File: src/rtl/tinyalu_cmd_driver.sv
// TinyALU command driver: buffers ALU commands in a small FIFO, sequences the
// ALU pins one command at a time, waits for done with a timeout, and returns
// each result through a valid/ready response port.
module tinyalu_cmd_driver #(
    parameter int DATA_W  = 8,
    parameter int DEPTH   = 4,
    parameter int TIMEOUT = 255,
    parameter int RST_CYC = 2
) (
    input  logic                         clk,
    input  logic                         reset,
    input  logic                         cmd_valid,
    output logic                         cmd_ready,
    input  logic [DATA_W-1:0]            cmd_a,
    input  logic [DATA_W-1:0]            cmd_b,
    input  logic [2:0]                   cmd_op,
    output logic [DATA_W-1:0]            alu_a,
    output logic [DATA_W-1:0]            alu_b,
    output logic [2:0]                   alu_op,
    output logic                         alu_start,
    output logic                         alu_reset_n,
    input  logic                         alu_done,
    input  logic [2*DATA_W-1:0]          alu_result,
    output logic                         resp_valid,
    input  logic                         resp_ready,
    output logic [2*DATA_W-1:0]          resp_result,
    output logic [2:0]                   resp_op,
    output logic                         resp_err,
    output logic [$clog2(DEPTH+1)-1:0]   fifo_count,
    output logic                         busy
);
    localparam int AW = $clog2(DEPTH);
    localparam int CW = $clog2(DEPTH+1);
    localparam int TW = $clog2(TIMEOUT+1);
    localparam int RW = $clog2(RST_CYC+1);
    localparam int EW = 3 + 2*DATA_W;

    localparam logic [2:0] OP_NOP = 3'b000;
    localparam logic [2:0] OP_ADD = 3'b001;
    localparam logic [2:0] OP_AND = 3'b010;
    localparam logic [2:0] OP_XOR = 3'b011;
    localparam logic [2:0] OP_MUL = 3'b100;
    localparam logic [2:0] OP_RST = 3'b111;

    typedef enum logic [2:0] {IDLE, EXEC, WAIT, RSTL, RESP} state_t;

    state_t                state, state_nxt;
    logic [EW-1:0]         mem [DEPTH];
    logic [AW-1:0]         wr_ptr, rd_ptr;
    logic [CW-1:0]         count;
    logic                  push, pop;
    logic [DATA_W-1:0]     head_a, head_b;
    logic [2:0]            head_op;

    logic [DATA_W-1:0]     alu_a_nxt, alu_b_nxt;
    logic [2:0]            alu_op_nxt, op_q, op_nxt;
    logic                  alu_start_nxt, alu_reset_n_nxt;
    logic                  resp_valid_nxt, resp_err_nxt;
    logic [2*DATA_W-1:0]   resp_result_nxt;
    logic [TW-1:0]         timer, timer_nxt;
    logic [RW-1:0]         rcnt, rcnt_nxt;

    // A full FIFO refuses pushes even when a pop happens in the same cycle.
    assign cmd_ready  = (count != CW'(DEPTH));
    assign push       = cmd_valid && cmd_ready;
    assign pop        = (state == IDLE) && (count != '0);
    assign {head_op, head_a, head_b} = mem[rd_ptr];
    assign fifo_count = count;
    assign busy       = (state != IDLE) || (count != '0);
    assign resp_op    = op_q;

    // Command storage; contents need no reset because count gates every read.
    always_ff @(posedge clk) begin
        if (push)
            mem[wr_ptr] <= {cmd_op, cmd_a, cmd_b};
    end

    // FIFO pointers and occupancy; pointers wrap naturally at DEPTH.
    always_ff @(posedge clk) begin
        if (reset) begin
            wr_ptr <= '0;
            rd_ptr <= '0;
            count  <= '0;
        end else begin
            if (push) wr_ptr <= wr_ptr + AW'(1);
            if (pop)  rd_ptr <= rd_ptr + AW'(1);
            case ({push, pop})
                2'b10:   count <= count + CW'(1);
                2'b01:   count <= count - CW'(1);
                default: count <= count;
            endcase
        end
    end

    // Next-state and next-pin logic; every pin is registered below.
    always_comb begin
        state_nxt       = state;
        alu_a_nxt       = alu_a;
        alu_b_nxt       = alu_b;
        alu_op_nxt      = alu_op;
        alu_start_nxt   = alu_start;
        alu_reset_n_nxt = alu_reset_n;
        resp_valid_nxt  = resp_valid;
        resp_result_nxt = resp_result;
        resp_err_nxt    = resp_err;
        op_nxt          = op_q;
        timer_nxt       = timer;
        rcnt_nxt        = rcnt;
        case (state)
            IDLE: begin
                alu_reset_n_nxt = 1'b1;
                if (pop) begin
                    op_nxt          = head_op;
                    resp_result_nxt = '0;
                    resp_err_nxt    = 1'b0;
                    case (head_op)
                        OP_NOP, OP_ADD, OP_AND, OP_XOR, OP_MUL: begin
                            alu_a_nxt     = head_a;
                            alu_b_nxt     = head_b;
                            alu_op_nxt    = head_op;
                            alu_start_nxt = 1'b1;
                            state_nxt     = EXEC;
                        end
                        OP_RST: begin
                            alu_op_nxt      = OP_RST;
                            alu_start_nxt   = 1'b0;
                            alu_reset_n_nxt = 1'b0;
                            rcnt_nxt        = '0;
                            state_nxt       = RSTL;
                        end
                        default: begin
                            resp_err_nxt   = 1'b1;
                            resp_valid_nxt = 1'b1;
                            state_nxt      = RESP;
                        end
                    endcase
                end
            end
            EXEC: begin
                timer_nxt = '0;
                if (op_q == OP_NOP) begin
                    alu_start_nxt  = 1'b0;
                    resp_valid_nxt = 1'b1;
                    state_nxt      = RESP;
                end else begin
                    state_nxt = WAIT;
                end
            end
            WAIT: begin
                if (alu_done) begin
                    resp_result_nxt = alu_result;
                    alu_start_nxt   = 1'b0;
                    resp_valid_nxt  = 1'b1;
                    state_nxt       = RESP;
                end else if (timer == TW'(TIMEOUT-1)) begin
                    alu_start_nxt   = 1'b0;
                    resp_err_nxt    = 1'b1;
                    resp_result_nxt = '0;
                    resp_valid_nxt  = 1'b1;
                    state_nxt       = RESP;
                end else begin
                    timer_nxt = timer + TW'(1);
                end
            end
            RSTL: begin
                if (rcnt == RW'(RST_CYC-1)) begin
                    alu_reset_n_nxt = 1'b1;
                    resp_result_nxt = '0;
                    resp_valid_nxt  = 1'b1;
                    state_nxt       = RESP;
                end else begin
                    rcnt_nxt = rcnt + RW'(1);
                end
            end
            RESP: begin
                if (resp_ready) begin
                    resp_valid_nxt = 1'b0;
                    state_nxt      = IDLE;
                end
            end
            default: state_nxt = IDLE;
        endcase
    end

    // State and pin registers; reset aborts any command without a response.
    always_ff @(posedge clk) begin
        if (reset) begin
            state       <= IDLE;
            alu_a       <= '0;
            alu_b       <= '0;
            alu_op      <= '0;
            alu_start   <= 1'b0;
            alu_reset_n <= 1'b0;
            resp_valid  <= 1'b0;
            resp_result <= '0;
            resp_err    <= 1'b0;
            op_q        <= '0;
            timer       <= '0;
            rcnt        <= '0;
        end else begin
            state       <= state_nxt;
            alu_a       <= alu_a_nxt;
            alu_b       <= alu_b_nxt;
            alu_op      <= alu_op_nxt;
            alu_start   <= alu_start_nxt;
            alu_reset_n <= alu_reset_n_nxt;
            resp_valid  <= resp_valid_nxt;
            resp_result <= resp_result_nxt;
            resp_err    <= resp_err_nxt;
            op_q        <= op_nxt;
            timer       <= timer_nxt;
            rcnt        <= rcnt_nxt;
        end
    end

endmodule
File: config.mk
export PLATFORM = sky130hd
export DESIGN_NAME = tinyalu_cmd_driver
export DESIGN_NICKNAME = d
export VERILOG_FILES = /design/src/rtl/tinyalu_cmd_driver.sv
export SDC_FILE = /design/constraint.sdc
export NUM_CORES = 1
export LEC_CHECK = 0
export ABC_AREA = 1
export BUFFER_PORTS_ARGS = -buffer_cell sky130_fd_sc_hd__buf_2
export CAP_MARGIN = 0
export CORE_MARGIN = 3
export CORE_UTILIZATION = 61
export CTS_CLUSTER_SIZE = 20
export DETAILED_ROUTE_END_ITERATION = 10
export GPL_ROUTABILITY_DRIVEN = 1
export PLACE_DENSITY = 0.84
export REMOVE_ABC_BUFFERS = 1
export SLEW_MARGIN = 5
export SYNTH_ARGS = -nofsm -noshare
export SYNTH_HDL_FRONTEND = slang
export SYNTH_SLANG_ARGS = --single-unit
File: constraint.sdc
create_clock -name clk -period 4.4 [get_ports clk]
set_clock_uncertainty 0.05 [all_clocks]
set_input_delay 0.88 -clock clk [delete_from_list [all_inputs] [get_ports clk]]
set_output_delay 0.88 -clock clk [all_outputs]
set_load 0.005 [all_outputs]
==> results.py, run 1 <==
metrics = {
    "power": {
        "swShare_pct": 36.75,
        "peakVddDrop_mv": 0.4478,
        "power.density_mw_per_mm2": 668.2,
        "total_power_mw": 4.492,
        "comb_power_share_pct": 30.9,
        "p_sw_mw": 1.651,
        "power.leakage_nw": 2.734,
        "p_int_mw": 2.842,
        "p_seq_share_pct": 37.7,
        "clkPwrFrac_pct": 31.3,
    },
    "floorplanning": {
        "rows": 34,
        "die-area_mm2": 0.01046,
        "start_util_pct": 63.89,
        "core_mm2": 0.008848,
        "dieHeight_um": 102.3,
        "die_w_um": 102.3,
        "boundaryPins": 87,
    },
    "detailed_routing": {
        "drt_pass1_iterations": 6,
        "drt_iter0_drc": 334,
        "postRouteAntennaNets": 0,
        "drt-wirelength-per-cell_um": 16.16,
        "via_per_inst": 5.671,
        "drc_errors": 0,
        "wl_um": 12620,
        "via_count": 4429,
    },
    "logic_synthesis": {
        "ys_ff_latch": 140,
        "syn_area_mm2": 0.005653,
        "synthCells": 573,
        "yosysSeqAreaShare_pct": 63.04,
        "ys_types": 35,
        "synthFlopType": "edfxtp_1",
        "yosys_warnings": 0,
        "synth_edf_count": 76,
        "syn_avg_cell_area_um2": 9.865,
        "async_flop_share_pct": 0,
    },
    "cells_and_area": {
        "stdcell_area_mm2": 0.006723,
        "drive_above_1_share_pct": 22.59,
        "syn_to_final_growth_pct": 18.92,
        "diodes": 0,
        "fin_nets": 709,
        "fillers": 555,
    },
    "timing": {
        "setup_tns_ns": 0,
        "slew_headroom_pct": 41.17,
        "slew_violations": 0,
        "setup_viol": 0,
        "fmax_mhz": 336.4,
        "min_period_over_period_pct": 67.56,
        "rsz0062_at_grt": "false",
        "hold_violations": 0,
        "tightestPinTransition_ns": 0.8815,
        "period_needed_ns": 2.973,
    },
    "run_status": {
        "status": "complete, no violations",
    },
    "cts": {
        "cts_tree": "done",
        "cts_buffer_depth": 2,
        "cts.sinks": 140,
        "cts_made_buffers": 17,
        "path_clk_slew_ns": 0.06,
        "root_buffer": "clkbuf_8",
        "cts_max_level": 4,
        "clock_latency_ns": 0.53,
        "cts_resized": 0,
        "cts_setup_buffers": 0,
        "cts_hold_buf": 0,
    },
    "hold_path": {
        "hp-class": "reg2reg",
    },
    "setup_path": {
        "path_max_fanout": 22,
        "cp.arrival_ns": 3.33,
        "worstSetupPathType": "reg2reg",
        "startpoint_type": "register",
        "critPathCaptureType": "register",
        "cp.required_ns": 4.76,
    },
    "global_routing": {
        "gr-total-overflow": 0,
        "grt_max_degree": 42,
        "antenna_found_initial": 0,
        "grt_pass1_wl_um": 20040,
        "grt_usage_pct": 25.19,
        "grt_pass1_vias": 4255,
    },
    "flow_run": {
        "max-cap-violations": 0,
    },
    "place": {
        "io_buffers": 86,
        "dpl-instance-area_mm2": 0.006136,
        "dp.final_hpwl_um": 7739,
        "gp_congestion": 0.8799,
    },
}
-- cell families after synthesis --
group                      count (synthesis)  synth area share (%)
and+or+nand+nor                          222                 16.93
DFF                                      140                 63.04
AOI/OAI and AO/OA                        129                 12.37
buffers and inverters                     72                 5.378
adders and majority gates                  9                 2.125
xor gates and xnor gates                   1                0.1550
-- per-stage QoR --
stage	std cells	setup slack [ns]	utilization, %	hold WS [ns]
6_report	781	1.427	75.98	0.4128
5_1_grt	781	1.124	75.98	0.4291
4_1_cts	781	1.471	75.98	0.4128
3_5_place_dp	749	1.581	69.34	0.4027
3_3_place_gp	749	1.748	69.34	0.3958
2_1_floorplan	550	1.904	-	0.3837
-- state kept, by name (all words and copies together) (netlist names), 2 cells and up, named ones only --
signal / flops
alu_op: 3
rcnt: 2
rd_ptr: 2
resp_op: 3
alu_a: 8
mem: 76
timer: 8
alu_b: 8
wr_ptr: 2
state: 3
resp_result: 16
fifo_count: 3
-- final timing paths --
| kind | start | endpoint | slack [ns] | cells after the start |
|---|---|---|---|---|
| worst max-delay path | register | alu_b[7] | 1.43 | 7 |
| worst min-delay path | resp_result[9] | resp_result[9] | 0.41 | 2 |
| worst max register to register | register | alu_b[7] | 1.43 | 7 |
| worst min register to register | resp_result[9] | resp_result[9] | 0.41 | 2 |
-- layout make-up --
class                      instances  area (um^2)  area share [%]
clock buffer                      17        414.1           6.160
multi-input combinational        361         1785           26.56
inverter                          49        183.9           2.736
timing repair buffer              91        467.9           6.961
sequential                       140         3563           53.01
tap                              108        135.1           2.010
clock inverter                    15        172.7           2.568
-- placed cells by master (no fill, tap or decap) --
cell type | Yosys | layout
o21bai_1 | 1 | 1
nand4_4 | 1 | 1
o22ai_1 | 17 | 17
nand3_2 | 1 | 1
or2_2 | 1 | 1
buf_2 | 3 | 86
inv_2 | 4 | 4
nand2_2 | 8 | 8
nor2_1 | 79 | 79
nand3_1 | 21 | 21
a21oi_1 | 39 | 39
nand3b_1 | 1 | 1
xor2_1 | 1 | 1
o21ai_0 | 53 | 53
inv_6 | 0 | 7
nand4_1 | 2 | 2
clkinv_4 | 0 | 1
clkbuf_8 | 0 | 1
nor3b_1 | 1 | 1
clkbuf_16 | 0 | 16
o21a_1 | 2 | 2
buf_4 | 2 | 5
clkinv_2 | 0 | 1
nand2_1 | 89 | 89
o21ai_1 | 11 | 11
edfxtp_1 | 76 | 76
bufinv_16 | 0 | 2
a21o_1 | 1 | 1
inv_8 | 0 | 2
a21oi_4 | 1 | 1
fa_1 | 1 | 1
clkinvlp_4 | 0 | 2
a211oi_1 | 2 | 2
ha_1 | 8 | 8
nor3_1 | 5 | 5
o221ai_1 | 1 | 1
o211ai_1 | 1 | 1
nor2_2 | 13 | 13
inv_1 | 45 | 45
dfxtp_1 | 64 | 64
-- routing by layer --
layer	vias up	GRT usage [%]	routed length, um
li1	2125	-	-
met1	2103	31.16	5017
met2	167	42.03	6556
met3	34	6.894	775
met4	0	10.29	272
met5	-	0	0
-- cells in the mapped netlist (all sizes together), types with 3 or more instances --
cell type	instances	area [um^2]
nand2	97	384.1
nor2	92	377.9
edfxtp	76	2282
dfxtp	64	1281
o21ai	64	320.3
inv	49	183.9
a21oi	40	211.5
nand3	22	115.1
o22ai	17	106.4
clkbuf	14	52.55
buf	9	67.55
ha	8	100.1
nor3	5	25.02
nand4	3	33.78
-- power groups by stage --
stage	Sequential, mW	Clock [mW]	Combinational, mW
floorplan	1.72	0	0.904
finish	1.69	1.41	1.39
detailed placement	1.71	0	1.34
global route	1.71	1.48	1.57
global placement	1.71	0	1.29
CTS	1.69	1.42	1.38
-- worst max-delay path, stage by stage, from the launching register on --
cell	delay (ns)
dfxtp_1	0.82
inv_1	0.55
nand3_1	0.27
nand2_2	0.13
a21oi_4	0.48
inv_2	0.31
nor2_1	0.17
nor2_1	0.07
Note: power is estimated with default switching activity, not from simulation.
==> inputs of run 2 (changes only) <==
CORE_UTILIZATION = 51   (was 61)
PLACE_DENSITY = 0.75   (was 0.84)
clock period = 2.6 ns   (was 4.4 ns; I/O delays follow)
==> run 2 against run 1 <==
Net effect:
- combinational power is 73% higher
- via count is 2.6% lower
- critical path depth is 2 lower
- count of clock-buffer cells in the layout is 1 higher
- first-iteration DRC count is 9.6% higher
- hold slack worse by 0.25 ns
- critical endpoint is now busy
- non-clock buffer count is 7 higher
- final area is 1.7% higher
==> results.py, run 2 (synthesis results as in run 1) <==
metrics = {
    "global_routing": {
        "grt_pass1_vias": 4140,
        "gr-total-overflow": 0,
        "grt_pass1_wl_um": 20120,
        "antenna_found_initial": 0,
        "grt_usage_pct": 20.44,
        "grt_max_degree": 41,
    },
    "setup_path": {
        "cp_slowest_stage_delay_ns": 0.35,
        "r2r-end": "fifo_count[2]",
        "crit_chain": "nor2_2, nand2_2, inv_1, nand2_2, buf_2",
        "r2r_start": "state[0]",
        "startpoint_type": "register",
        "cp.required_ns": 2.03,
        "crit_slowest_cell": "dfxtp_1",
        "crit_path_frequent_cell": "nand2_2",
        "cp.arrival_ns": 1.71,
        "crit_start": "state[0]",
        "r2r_slack_ns": 0.44,
        "path_max_fanout": 6,
        "reg2reg_depth": 10,
        "worstSetupPathType": "reg2out",
        "critPathCaptureType": "output pin",
    },
    "cts": {
        "cts_max_level": 4,
        "clock_latency_ns": 0.52,
        "path_clk_slew_ns": 0.07,
        "cts_setup_buffers": 0,
        "cts.sinks": 140,
        "cts_buffer_depth": 2,
        "cts_resized": 0,
        "root_buffer": "clkbuf_8",
        "cts_tree": "done",
        "cts_hold_buf": 0,
        "cts_made_buffers": 17,
    },
    "cells_and_area": {
        "seqCellArea_mm2": 0.003563,
        "fin_nets": 716,
        "reg_top3": "mem (76), resp_result (16)",
        "largest_reg_flops": 76,
        "stdcell_area_mm2": 0.006837,
        "top_register": "mem",
        "most-common-layout-cells": "nand2_1 (89), buf_2 (86), nor2_1 (79)",
        "multi_input_area_mm2": 0.001785,
        "fillers": 817,
        "diodes": 0,
        "drive_above_1_share_pct": 22.94,
        "syn_to_final_growth_pct": 20.94,
        "final_common_cell": "nand2_1",
    },
    "detailed_routing": {
        "drt_iter0_drc": 366,
        "drc_errors": 0,
        "via_per_inst": 5.288,
        "wl_um": 12210,
        "postRouteAntennaNets": 0,
        "top_layer": "met4",
        "wl_met3_um": 583,
        "wl_met2_um": 6238,
        "via_count": 4315,
        "drt-wirelength-per-cell_um": 14.96,
        "drt_pass1_iterations": 4,
        "drt-met1-wl_um": 5254,
    },
    "timing": {
        "rsz0062_at_grt": "false",
        "fmax_mhz": 438.9,
        "hold_violations": 0,
        "period_needed_ns": 2.278,
        "slew_headroom_pct": 68.84,
        "setup_tns_ns": 0,
        "setup_viol": 0,
        "min_period_over_period_pct": 87.62,
        "slew_violations": 0,
        "worst_slack_ns": 0.3218,
        "tightestPinTransition_ns": 0.4667,
        "worst_hold_slack_ns": 0.1641,
    },
    "place": {
        "preCtsSetupSlack_ns": 0.5170,
        "io_buffers": 86,
        "gp_congestion": 0.8055,
        "dp.final_hpwl_um": 7838,
        "dpl-instance-area_mm2": 0.006223,
    },
    "hold_path": {
        "min_path_cells": 1,
        "hp-class": "in2reg",
        "hold_path_end": "mem[2][16]",
        "min_from": "cmd_op[0]",
    },
    "power": {
        "p_int_mw": 5.028,
        "comb_power_share_pct": 31.3,
        "peakVddDrop_mv": 0.8277,
        "total_power_mw": 7.721,
        "swShare_pct": 34.88,
        "clkPwrFrac_pct": 32.1,
        "p_seq_share_pct": 36.6,
        "p_sw_mw": 2.693,
        "power.density_mw_per_mm2": 1129,
        "power.leakage_nw": 2.775,
    },
    "flow_run": {
        "max-cap-violations": 0,
    },
    "floorplanning": {
        "die-area_mm2": 0.01238,
        "die_w_um": 111.3,
        "core_mm2": 0.01056,
        "boundaryPins": 87,
        "start_util_pct": 53.56,
        "rows": 37,
        "dieHeight_um": 111.3,
    },
    "run_status": {
        "status": "complete, no violations",
    },
}
-- run 2: worst max-delay path by stage --
stage | end | slack [ns] | depth (start not counted)
after detailed placement | fifo_count[2] | 0.52 | 9
after global routing | busy | 0.19 | 5
after global placement | fifo_count[2] | 0.54 | 9
final | busy | 0.32 | 5
after floorplan | alu_a[7] | 0.10 | 9
after CTS | busy | 0.30 | 5
-- run 2: per-layer routing --
layer  GRT usage (%)  vias up
met1           25.06     2058
met2           34.62      106
li1                -     2140
met4           7.137        0
met3           5.786       11
met5               0        -
-- run 2: final cells by class --
class	count	area share (%)
well taps	136	2.489
inverters	49	2.690
repair buffers	98	7.613
clock inverters	14	2.855
multi-input cells	361	26.12
clock buffers	18	6.113
flip-flops and latches	140	52.12
-- run 2: worst max-delay path, delay by kind of cell (launching register included) --
family	cells	cell delay (ns)
AND/OR/NAND/NOR	3	0.49
flip-flops	1	0.35
buffers and inverters	2	0.35
-- run 2: power groups by stage --
| stage | sequential (mW) | combinational, mW | clock (mW) |
|---|---|---|---|
| 6_report | 2.83 | 2.41 | 2.48 |
| 5_1_grt | 2.86 | 2.73 | 2.61 |
| 4_1_cts | 2.82 | 2.42 | 2.52 |
| 3_5_place_dp | 2.87 | 2.40 | 0 |
| 3_3_place_gp | 2.85 | 2.32 | 0 |
| 2_1_floorplan | 2.91 | 1.53 | 0 |
-- run 2: per-stage QoR --
stage,util (%),cells
after floorplan,-,550
after global placement,58.96,784
after detailed placement,58.96,784
after CTS,64.77,816
after global routing,64.77,816
final,64.77,816
==> inputs of run 3 (changes only) <==
CORE_UTILIZATION = 56   (was 51)
PLACE_DENSITY = 0.78   (was 0.75)
clock period = 2.31 ns   (was 2.6 ns; I/O delays follow)
==> run 3 against run 2 <==
Net effect:
- worst setup slack got worse by 0.21 ns
- sequential power up 13%
- clock power is 4% lower
- hold slack lost 0.073 ns
- combinational power up 15%
- count of clock-buffer cells in the layout grew 2
- die area shrank 8.5%
- wire length rose by 0.75%
- final area fell by 0.88%
- flip-flop and latch count did not move
- utilization rose by 4.6 points
- non-clock buffer count up 4
- critical path type unchanged
==> results.py, run 3 (synthesis results as in run 1) <==
metrics = {
    "timing": {
        "slew_violations": 0,
        "setup_tns_ns": 0,
        "setup_viol": 0,
        "rsz0062_at_grt": "false",
        "tightestPinTransition_ns": 0.4996,
        "min_period_over_period_pct": 95.32,
        "period_needed_ns": 2.202,
        "worst_slack_ns": 0.1082,
        "slew_headroom_pct": 66.65,
        "fmax_mhz": 454.2,
        "hold_violations": 0,
    },
    "global_routing": {
        "grt_pass1_vias": 4152,
        "antenna_found_initial": 0,
        "grt_usage_pct": 22.18,
        "gr-total-overflow": 0,
        "grt_max_degree": 29,
        "grt_pass1_wl_um": 19440,
    },
    "setup_path": {
        "worstSetupPathType": "reg2out",
        "r2r_slack_ns": 0.21,
        "cp.required_ns": 1.80,
        "crit_chain": "nor3_1, nand2_2, buf_2",
        "crit_start": "fifo_count[2]",
        "r2r-end": "fifo_count[2]",
        "cp.arrival_ns": 1.69,
        "r2r_start": "state[0]",
        "crit_slowest_cell": "nor3_1",
        "startpoint_type": "register",
        "cp_slowest_stage_delay_ns": 0.41,
        "critPathCaptureType": "output pin",
        "path_max_fanout": 6,
        "setup.worst_path.end": "busy",
        "reg2reg_depth": 10,
    },
    "cts": {
        "cts_max_level": 4,
        "clock_latency_ns": 0.53,
        "cts_made_buffers": 17,
        "cts_tree": "done",
        "cts_buffer_depth": 2,
        "root_buffer": "clkbuf_8",
        "cts.sinks": 140,
        "path_clk_slew_ns": 0.06,
        "cts_resized": 0,
        "cts_setup_buffers": 0,
        "cts_hold_buf": 0,
    },
    "flow_run": {
        "max-cap-violations": 0,
    },
    "detailed_routing": {
        "drc_errors": 0,
        "postRouteAntennaNets": 0,
        "drt-wirelength-per-cell_um": 15.05,
        "via_count": 4300,
        "wl_um": 12300,
        "drt_pass1_iterations": 5,
        "drt_iter0_drc": 348,
        "via_per_inst": 5.263,
    },
    "power": {
        "power.leakage_nw": 2.752,
        "power.density_mw_per_mm2": 1230,
        "peakVddDrop_mv": 0.7976,
    },
    "floorplanning": {
        "dieHeight_um": 106.5,
        "start_util_pct": 57.83,
        "boundaryPins": 87,
        "die-area_mm2": 0.01134,
        "die_w_um": 106.5,
        "rows": 36,
        "core_mm2": 0.009774,
    },
    "cells_and_area": {
        "fin_nets": 720,
        "stdcell_area_mm2": 0.006777,
        "reg_top3": "mem (76), resp_result (16)",
        "syn_to_final_growth_pct": 19.88,
        "largest_reg_flops": 76,
        "diodes": 0,
        "drive_above_1_share_pct": 23.54,
        "utilization_pct": 69.33,
        "top_register": "mem",
        "final_common_cell": "nand2_1",
        "most-common-layout-cells": "nand2_1 (88), buf_2 (86), nor2_1 (79)",
    },
    "hold_path": {
        "hp-class": "in2reg",
    },
    "place": {
        "gp_congestion": 0.8224,
        "dp.final_hpwl_um": 8024,
        "dpl-instance-area_mm2": 0.006250,
        "preCtsSetupSlack_ns": 0.1951,
        "io_buffers": 86,
    },
    "run_status": {
        "status": "complete, no violations",
    },
}
## run 3: cell type report
type                            instances  area [um^2]
Inverter                               49        183.9
Multi-Input combinational cell        361         1793
Tap cell                              133        166.4
Clock inverter                         12        93.84
Fill cell                             736         2998
Timing Repair Buffer                  102        550.5
Clock buffer                           20        425.4
Sequential cell                       140         3563
## run 3: per-layer routing
| layer | GRT usage (%) | share of wire, % | up-vias |
|---|---|---|---|
| li1 | - | - | 2129 |
| met1 | 26.05 | 41 | 2013 |
| met2 | 37.92 | 50 | 143 |
| met3 | 6.193 | 6.7 | 15 |
| met4 | 9.954 | 1.5 | 0 |
| met5 | 0 | 0 | - |
## run 3: power breakdown
part	internal, mW	switching [mW]
clock network	1.33	1.04
logic	0.930	1.85
registers	3.01	0.176
total	5.27	3.07
## run 3: stage by stage
stage / hold slack [ns] / total power [mW] / std cells
floorplan: 0.3837 / 5.001 / 550
global placement: 0.3950 / 5.850 / 785
global route: 0.08136 / 8.837 / 817
CTS: 0.06486 / 8.362 / 817
detailed placement: 0.4013 / 5.977 / 785
finish: 0.09156 / 8.338 / 817
## run 3: how the worst min path moves through the flow
stage,from,to,cells past startpoint
CTS,cmd_b[3],mem[1][3],1
detailed placement,resp_result[5],resp_result[5],2
global route,cmd_a[1],mem[0][9],1
global placement,resp_result[11],resp_result[11],2
floorplan,rcnt[1],rcnt[1],2
finish,cmd_b[3],mem[1][3],1
## run 3: worst max-delay path: cells and delay by family (launching register included)
family                 cells  cell delay, ns
and+or+nand+nor            2            0.63
DFF                        1            0.33
buffers and inverters      1            0.19
